===== src/rtl/ras_stack_pkg.sv =====
// Shared fetch definitions: RAS control encodings, return-address increment and default depth.
// Used by both the fetch branch decoder and the return address stack.
package ras_stack_pkg;

    typedef enum logic [1:0] {
        RAS_NONE    = 2'b00,
        RAS_PUSH    = 2'b01,
        RAS_POP     = 2'b10,
        RAS_POPPUSH = 2'b11
    } ras_ctrl_e;

    localparam int RAS_INC           = 4;
    localparam int RAS_DEPTH_DEFAULT = 8;

endpackage


===== src/rtl/ras_stack_if.sv =====
// Decoder <-> return address stack connection; the decoder is the master side.
// RAS_OCCUPANCY_EN adds the occupancy checkpoint and empty indication.
interface ras_stack_if #(
    parameter int PTR_W = 3,
    parameter int AW    = 64
);
    logic [1:0]       ras_ctrl_i;
    logic [AW-1:0]    ras_data_i;
    logic             ras_we_i;
    logic             stall_i;
    logic             restore_i;
    logic [PTR_W-1:0] restore_ptr_i;
    logic [AW-1:0]    ras_top_o;
    logic [PTR_W-1:0] ras_ptr_o;
`ifdef RAS_OCCUPANCY_EN
    logic [PTR_W:0]   restore_cnt_i;
    logic [PTR_W:0]   ras_cnt_o;
    logic             ras_empty_o;
`endif

    modport master (
        output ras_ctrl_i, ras_data_i, ras_we_i, stall_i, restore_i, restore_ptr_i,
`ifdef RAS_OCCUPANCY_EN
        output restore_cnt_i,
        input  ras_cnt_o, ras_empty_o,
`endif
        input  ras_top_o, ras_ptr_o
    );

    modport slave (
        input  ras_ctrl_i, ras_data_i, ras_we_i, stall_i, restore_i, restore_ptr_i,
`ifdef RAS_OCCUPANCY_EN
        input  restore_cnt_i,
        output ras_cnt_o, ras_empty_o,
`endif
        output ras_top_o, ras_ptr_o
    );

endinterface


===== src/rtl/ras_stack_regfile.sv =====
// DEPTH x AW entry storage: one synchronous write port, one combinational read port,
// synchronous clear on rst.
module ras_regfile #(
    parameter int DEPTH = 8,
    parameter int PTR_W = 3,
    parameter int AW    = 64
) (
    input  logic             clk,
    input  logic             rst,
    input  logic             we,
    input  logic [PTR_W-1:0] waddr,
    input  logic [AW-1:0]    wdata,
    input  logic [PTR_W-1:0] raddr,
    output logic [AW-1:0]    rdata
);

    logic [AW-1:0] mem [DEPTH];

    always_ff @(posedge clk) begin
        if (rst) begin
            for (int i = 0; i < DEPTH; i++) begin
                mem[i] <= '0;
            end
        end else if (we) begin
            mem[waddr] <= wdata;
        end
    end

    assign rdata = mem[raddr];

endmodule


===== src/rtl/ras_stack.sv =====
// Circular return address stack with pointer checkpoint/restore for mispredict recovery.
// Optional macro RAS_OCCUPANCY_EN adds a saturating occupancy counter and empty flag.
module ras_stack
    import ras_stack_pkg::*;
#(
    parameter int DEPTH = RAS_DEPTH_DEFAULT,
    parameter int PTR_W = $clog2(DEPTH),
    parameter int AW    = 64
) (
    input  logic      clk,
    input  logic      rst,
    ras_stack_if.slave ras
);

    logic [PTR_W-1:0] ptr;
    logic [PTR_W-1:0] ptr_inc;
    logic [PTR_W-1:0] waddr;
    logic [AW-1:0]    ret_addr;
    logic [AW-1:0]    rdata;
    logic             upd;
    logic             we;
    ras_ctrl_e        ctrl;

    assign ctrl     = ras_ctrl_e'(ras.ras_ctrl_i);
    assign upd      = ras.ras_we_i & ~ras.stall_i & ~ras.restore_i;
    assign ptr_inc  = ptr + PTR_W'(1);
    assign ret_addr = ras.ras_data_i + AW'(RAS_INC);

    // Push writes one slot above the top; pop-then-push overwrites the top in place.
    assign we    = upd & ((ctrl == RAS_PUSH) | (ctrl == RAS_POPPUSH));
    assign waddr = (ctrl == RAS_PUSH) ? ptr_inc : ptr;

    ras_regfile #(
        .DEPTH (DEPTH),
        .PTR_W (PTR_W),
        .AW    (AW)
    ) u_regfile (
        .clk   (clk),
        .rst   (rst),
        .we    (we),
        .waddr (waddr),
        .wdata (ret_addr),
        .raddr (ptr),
        .rdata (rdata)
    );

    always_ff @(posedge clk) begin
        if (rst) begin
            ptr <= '0;
        end else if (ras.restore_i) begin
            ptr <= ras.restore_ptr_i;
        end else if (upd) begin
            case (ctrl)
                RAS_PUSH: ptr <= ptr_inc;
                RAS_POP:  ptr <= ptr - PTR_W'(1);
                default:  ptr <= ptr;
            endcase
        end
    end

    assign ras.ras_ptr_o = ptr;

`ifdef RAS_OCCUPANCY_EN
    localparam logic [PTR_W:0] CNT_MAX = (PTR_W + 1)'(DEPTH);

    logic [PTR_W:0] cnt;

    // Occupancy saturates at both ends so underflow/overflow never wrap it.
    always_ff @(posedge clk) begin
        if (rst) begin
            cnt <= '0;
        end else if (ras.restore_i) begin
            cnt <= ras.restore_cnt_i;
        end else if (upd) begin
            case (ctrl)
                RAS_PUSH: cnt <= (cnt == CNT_MAX) ? cnt : cnt + 1'b1;
                RAS_POP:  cnt <= (cnt == '0) ? cnt : cnt - 1'b1;
                default:  cnt <= cnt;
            endcase
        end
    end

    assign ras.ras_cnt_o   = cnt;
    assign ras.ras_empty_o = (cnt == '0);
    assign ras.ras_top_o   = ras.ras_empty_o ? '0 : rdata;
`else
    assign ras.ras_top_o = rdata;
`endif

endmodule


===== src/flat_wrapper.sv =====
// flat-port wrapper written by rule: the top's interface ports become plain ports
module ras_stack_flat import ras_stack_pkg::*;
#(
    parameter int DEPTH = RAS_DEPTH_DEFAULT,
    parameter int PTR_W = $clog2(DEPTH),
    parameter int AW    = 64
)
  (clk, rst, ras_ras_ctrl_i, ras_ras_data_i, ras_ras_we_i, ras_stall_i, ras_restore_i, ras_restore_ptr_i, ras_ras_top_o, ras_ras_ptr_o);
  ras_stack_if #(.PTR_W(PTR_W), .AW(AW)) ras_i ();
  input  logic clk;
  input  logic rst;
  input wire logic [$bits(ras_i.ras_ctrl_i)-1:0] ras_ras_ctrl_i;
  input wire logic [$bits(ras_i.ras_data_i)-1:0] ras_ras_data_i;
  input wire logic [$bits(ras_i.ras_we_i)-1:0] ras_ras_we_i;
  input wire logic [$bits(ras_i.stall_i)-1:0] ras_stall_i;
  input wire logic [$bits(ras_i.restore_i)-1:0] ras_restore_i;
  input wire logic [$bits(ras_i.restore_ptr_i)-1:0] ras_restore_ptr_i;
  output wire logic [$bits(ras_i.ras_top_o)-1:0] ras_ras_top_o;
  output wire logic [$bits(ras_i.ras_ptr_o)-1:0] ras_ras_ptr_o;
  assign ras_i.ras_ctrl_i = ras_ras_ctrl_i;
  assign ras_i.ras_data_i = ras_ras_data_i;
  assign ras_i.ras_we_i = ras_ras_we_i;
  assign ras_i.stall_i = ras_stall_i;
  assign ras_i.restore_i = ras_restore_i;
  assign ras_i.restore_ptr_i = ras_restore_ptr_i;
  assign ras_ras_top_o = ras_i.ras_top_o;
  assign ras_ras_ptr_o = ras_i.ras_ptr_o;
  ras_stack #(.DEPTH(DEPTH), .PTR_W(PTR_W), .AW(AW)) u_core (.clk(clk), .rst(rst), .ras(ras_i));
endmodule

===== config.mk =====
export PLATFORM = sky130hd
export DESIGN_NAME = ras_stack_flat
export DESIGN_NICKNAME = d
export VERILOG_FILES = /design/src/rtl/ras_stack_pkg.sv /design/src/rtl/ras_stack_if.sv /design/src/rtl/ras_stack_regfile.sv /design/src/rtl/ras_stack.sv /design/src/flat_wrapper.sv
export SDC_FILE = /design/constraint.sdc
export NUM_CORES = 1
export LEC_CHECK = 0
export ABC_AREA = 1
export CORE_MARGIN = 4
export CORE_UTILIZATION = 47
export DETAILED_ROUTE_END_ITERATION = 8
export HOLD_SLACK_MARGIN = 0.02
export PLACE_DENSITY = 0.65
export SYNTH_ARGS = -nofsm -noshare
export SYNTH_HDL_FRONTEND = slang
export SYNTH_SLANG_ARGS = --single-unit
export TNS_END_PERCENT = 10

===== constraint.sdc =====
create_clock -name clk -period 11.2 [get_ports clk]
set_clock_uncertainty 0.2 [all_clocks]
set_input_delay 1.12 -clock clk [delete_from_list [all_inputs] [get_ports clk]]
set_output_delay 1.12 -clock clk [all_outputs]
set_load 0.005 [all_outputs]

==> run summary <==
Status - finished, final reports clean
Max Fclk - 160 MHz
Die area - 56200 um^2
Yosys warnings - 0
GRT Total Usage - 26.2%
CTS Hold Bufs - 0
Gate count of the mapped netlist - 2577
Clk sinks - 518
CTS Root Cell - clkbuf_16
Most common cell after layout, fill and taps aside - nor2_1
CTS tree - yes
Met3 Usage GRT - 4.88%
DRT Pass-1 Iters - 5
Setup CP Type - reg -> out
Yosys reg bits - 518
Top Usage Layer GRT - met2
Final Wtd Congestion - 0.935
Placed Area - 26600 um^2
Most frequent cells in the layout - nor2_1, edfxtp_1, nand2_1, clkdlybuf4s50_1, o21ai_0
Die width - 237 um
Diodes inserted - 0
Reg clk slew, reported paths - 0.06 ns
Vias/cell - 5.82
# fillers - 4575
Largest net degree at the start of global routing - 114
Final ANT Viol Nets - 0
Met2 Usage GRT - 42.5%
Clk buf depth - 3
Hpwl dp - 42800 um
Post-synthesis cell area - 24700 um^2
FF+latch area - 15500 um^2
P&R area growth vs syn - 14.3%
Port Buf Inserts - 140
Multi-input gate area - 8220 um^2
Setup repair bufs after CTS - 0
Part of the power in registers - 51.0%
Effective utilization at floorplan - 47.8%
DRC Markers - 0
Clock Latency Late Sink - 0.59 ns
PwrDens - 155 nW/um^2
RSZ-0062 raised after global routing - no
First-pass GRT wire length - 113000 um
Worst VDD drop - 0.106 mV
Slew Limit Headroom - 20.7%
TNS Setup - 0 ns
WP data arrival - 4.92 ns
Total global routing overflow - 0
Minimum clock period - 6.24 ns
Final Hold Viols - 0
Sw Pwr - 1.07 mW
Layout cells sized above 1 - 5.80%
CP max FO - 113
Initial antenna violation count - 2
Cell-internal power - 3.31 mW
Fin. max-slew vios - 0
Routed via count - 19600
CTS resizes - 0
Io pins - 141
Net Sw Frac - 24.5%
Syn_nets - 2654
Worst slew pin tran - 1.19 ns
Post-Route WL - 76000 um
Final Instance Area - 28200 um^2
DRT iter0 DRCs - 2303
Final setup violation count - 0
Crit path required time - 9.88 ns
WL/cell - 22.6 um
Clock power share - 38.3%
Grt met1 use - 36.6%
Setup crit end kind - primary output
Row cnt - 83
Vias in the first global route - 18800
Nets - 2728
Startpoint class of the critical path - flip-flop
Core ar. - 51600 um^2
Leakage - 10.8 nW
Max_cap viols - 0
Logic pwr share - 10.7%
Syn_area_per_cell - 9.58 um^2
Worst hold path class - reg -> reg
Netlist cell types - 35
Final Cycle Share - 55.7%
Die height - 237 um
Clock H-tree levels - 2
TritonCTS buffer count - 53
Sequential cell area fraction in the yosys report - 62.8%
[through the flow]
| stage | utilization, % | setup WS [ns] | power [mW] | hold slack [ns] | instances |
|---|---|---|---|---|---|
| after floorplan | - | 7.15 | 2.51 | 0.314 | 2577 |
| after global placement | 51.6 | 5.66 | 2.73 | 0.348 | 3276 |
| after detailed placement | 51.6 | 5.60 | 2.74 | 0.351 | 3276 |
| after CTS | 54.6 | 4.94 | 4.39 | 0.353 | 3368 |
| after global routing | 54.6 | 4.66 | 4.51 | 0.390 | 3368 |
| final | 54.6 | 4.96 | 4.38 | 0.359 | 3368 |
[final timing paths]
| path | from | to | slack (ns) | depth (start not counted) |
|---|---|---|---|---|
| worst max-delay path | flip-flop | ras_ras_top_o[19] | 4.96 | 8 |
| worst min-delay path | u_core.ras.ras_ptr_o[1]$_SDFFE_PP0P_ | flip-flop | 0.36 | 2 |
| worst min register to register | u_core.ras.ras_ptr_o[1]$_SDFFE_PP0P_ | flip-flop | 0.36 | 2 |
| worst max register to register | u_core.ras.ras_ptr_o[0]$_SDFFE_PP0P_ | u_core.u_regfile.mem[6][17]$_SDFFCE_PN0P_ | 7.15 | 10 |
[power by group through the flow]
stage                     clock network, mW  logic (mW)  registers (mW)
final                                  1.68       0.470            2.23
after global routing                   1.76       0.511            2.24
after detailed placement                  0       0.467            2.27
after global placement                    0       0.463            2.27
after floorplan                           0       0.257            2.26
after CTS                              1.69       0.469            2.23
[layout make-up]
type | count | share of cell area [%]
well taps | 680 | 3.02
multi-input cells | 1795 | 29.1
repair buffers | 165 | 5.63
flip-flops and latches | 518 | 55.0
inverters | 118 | 1.59
clock buffers | 68 | 5.05
clock inverters | 24 | 0.603
[sequential cells by signal (all words and copies together), names as in the netlist, named ones only]
signal / count
u_core.u_regfile.mem: 512
u_core.ras.ras_ptr_o: 3
[Yosys cell counts, drive strengths merged]
master / number / area [um^2]
nand3b: 1 / 7.51
o32ai: 128 / 1120
a21oi: 116 / 581
ha: 3 / 37.5
inv: 118 / 443
and2: 2 / 12.5
buf: 59 / 282
a21boi: 1 / 7.51
nand2: 429 / 1650
xor2: 28 / 253
o21bai: 5 / 37.5
a31oi: 1 / 6.26
xnor2: 8 / 70.1
nor4: 1 / 6.26
nand4: 8 / 56.3
o211ai: 1 / 7.51
nand3: 25 / 130
dfxtp: 6 / 120
nor2: 898 / 3420
edfxtp: 512 / 15400
o21a: 1 / 7.51
clkbuf: 87 / 327
o21ai: 139 / 729
[critical path: stages, from the launching register on]
cell             delay (ns)
dfxtp_4                0.68
inv_6                  0.79
buf_4                  0.91
buf_4                  0.72
nor2_1                 0.09
o32ai_1                0.24
nand2_1                0.08
nand2_1                0.16
clkdlybuf4s50_1        0.53
[per-layer routing]
layer / vias up / routed length, um
met5: - / 22
met4: 4 / 1850
met3: 151 / 7240
met2: 963 / 35900
met1: 9584 / 31000
li1: 8906 / -
[logic make-up (layout without fill, tap and decap cells)]
| group | Yosys count | after routing | synth area share (%) |
|---|---|---|---|
| DFF | 518 | 518 | 62.8 |
| adders and majority gates | 3 | 3 | 0.152 |
| and+or+nand+nor | 1364 | 1364 | 21.4 |
| xor gates and xnor gates | 36 | 36 | 1.31 |
| AOI/OAI and AO/OA | 392 | 392 | 10.1 |
| buffers and inverters | 264 | 375 | 4.26 |
Note: power is estimated with default switching activity, not from simulation.
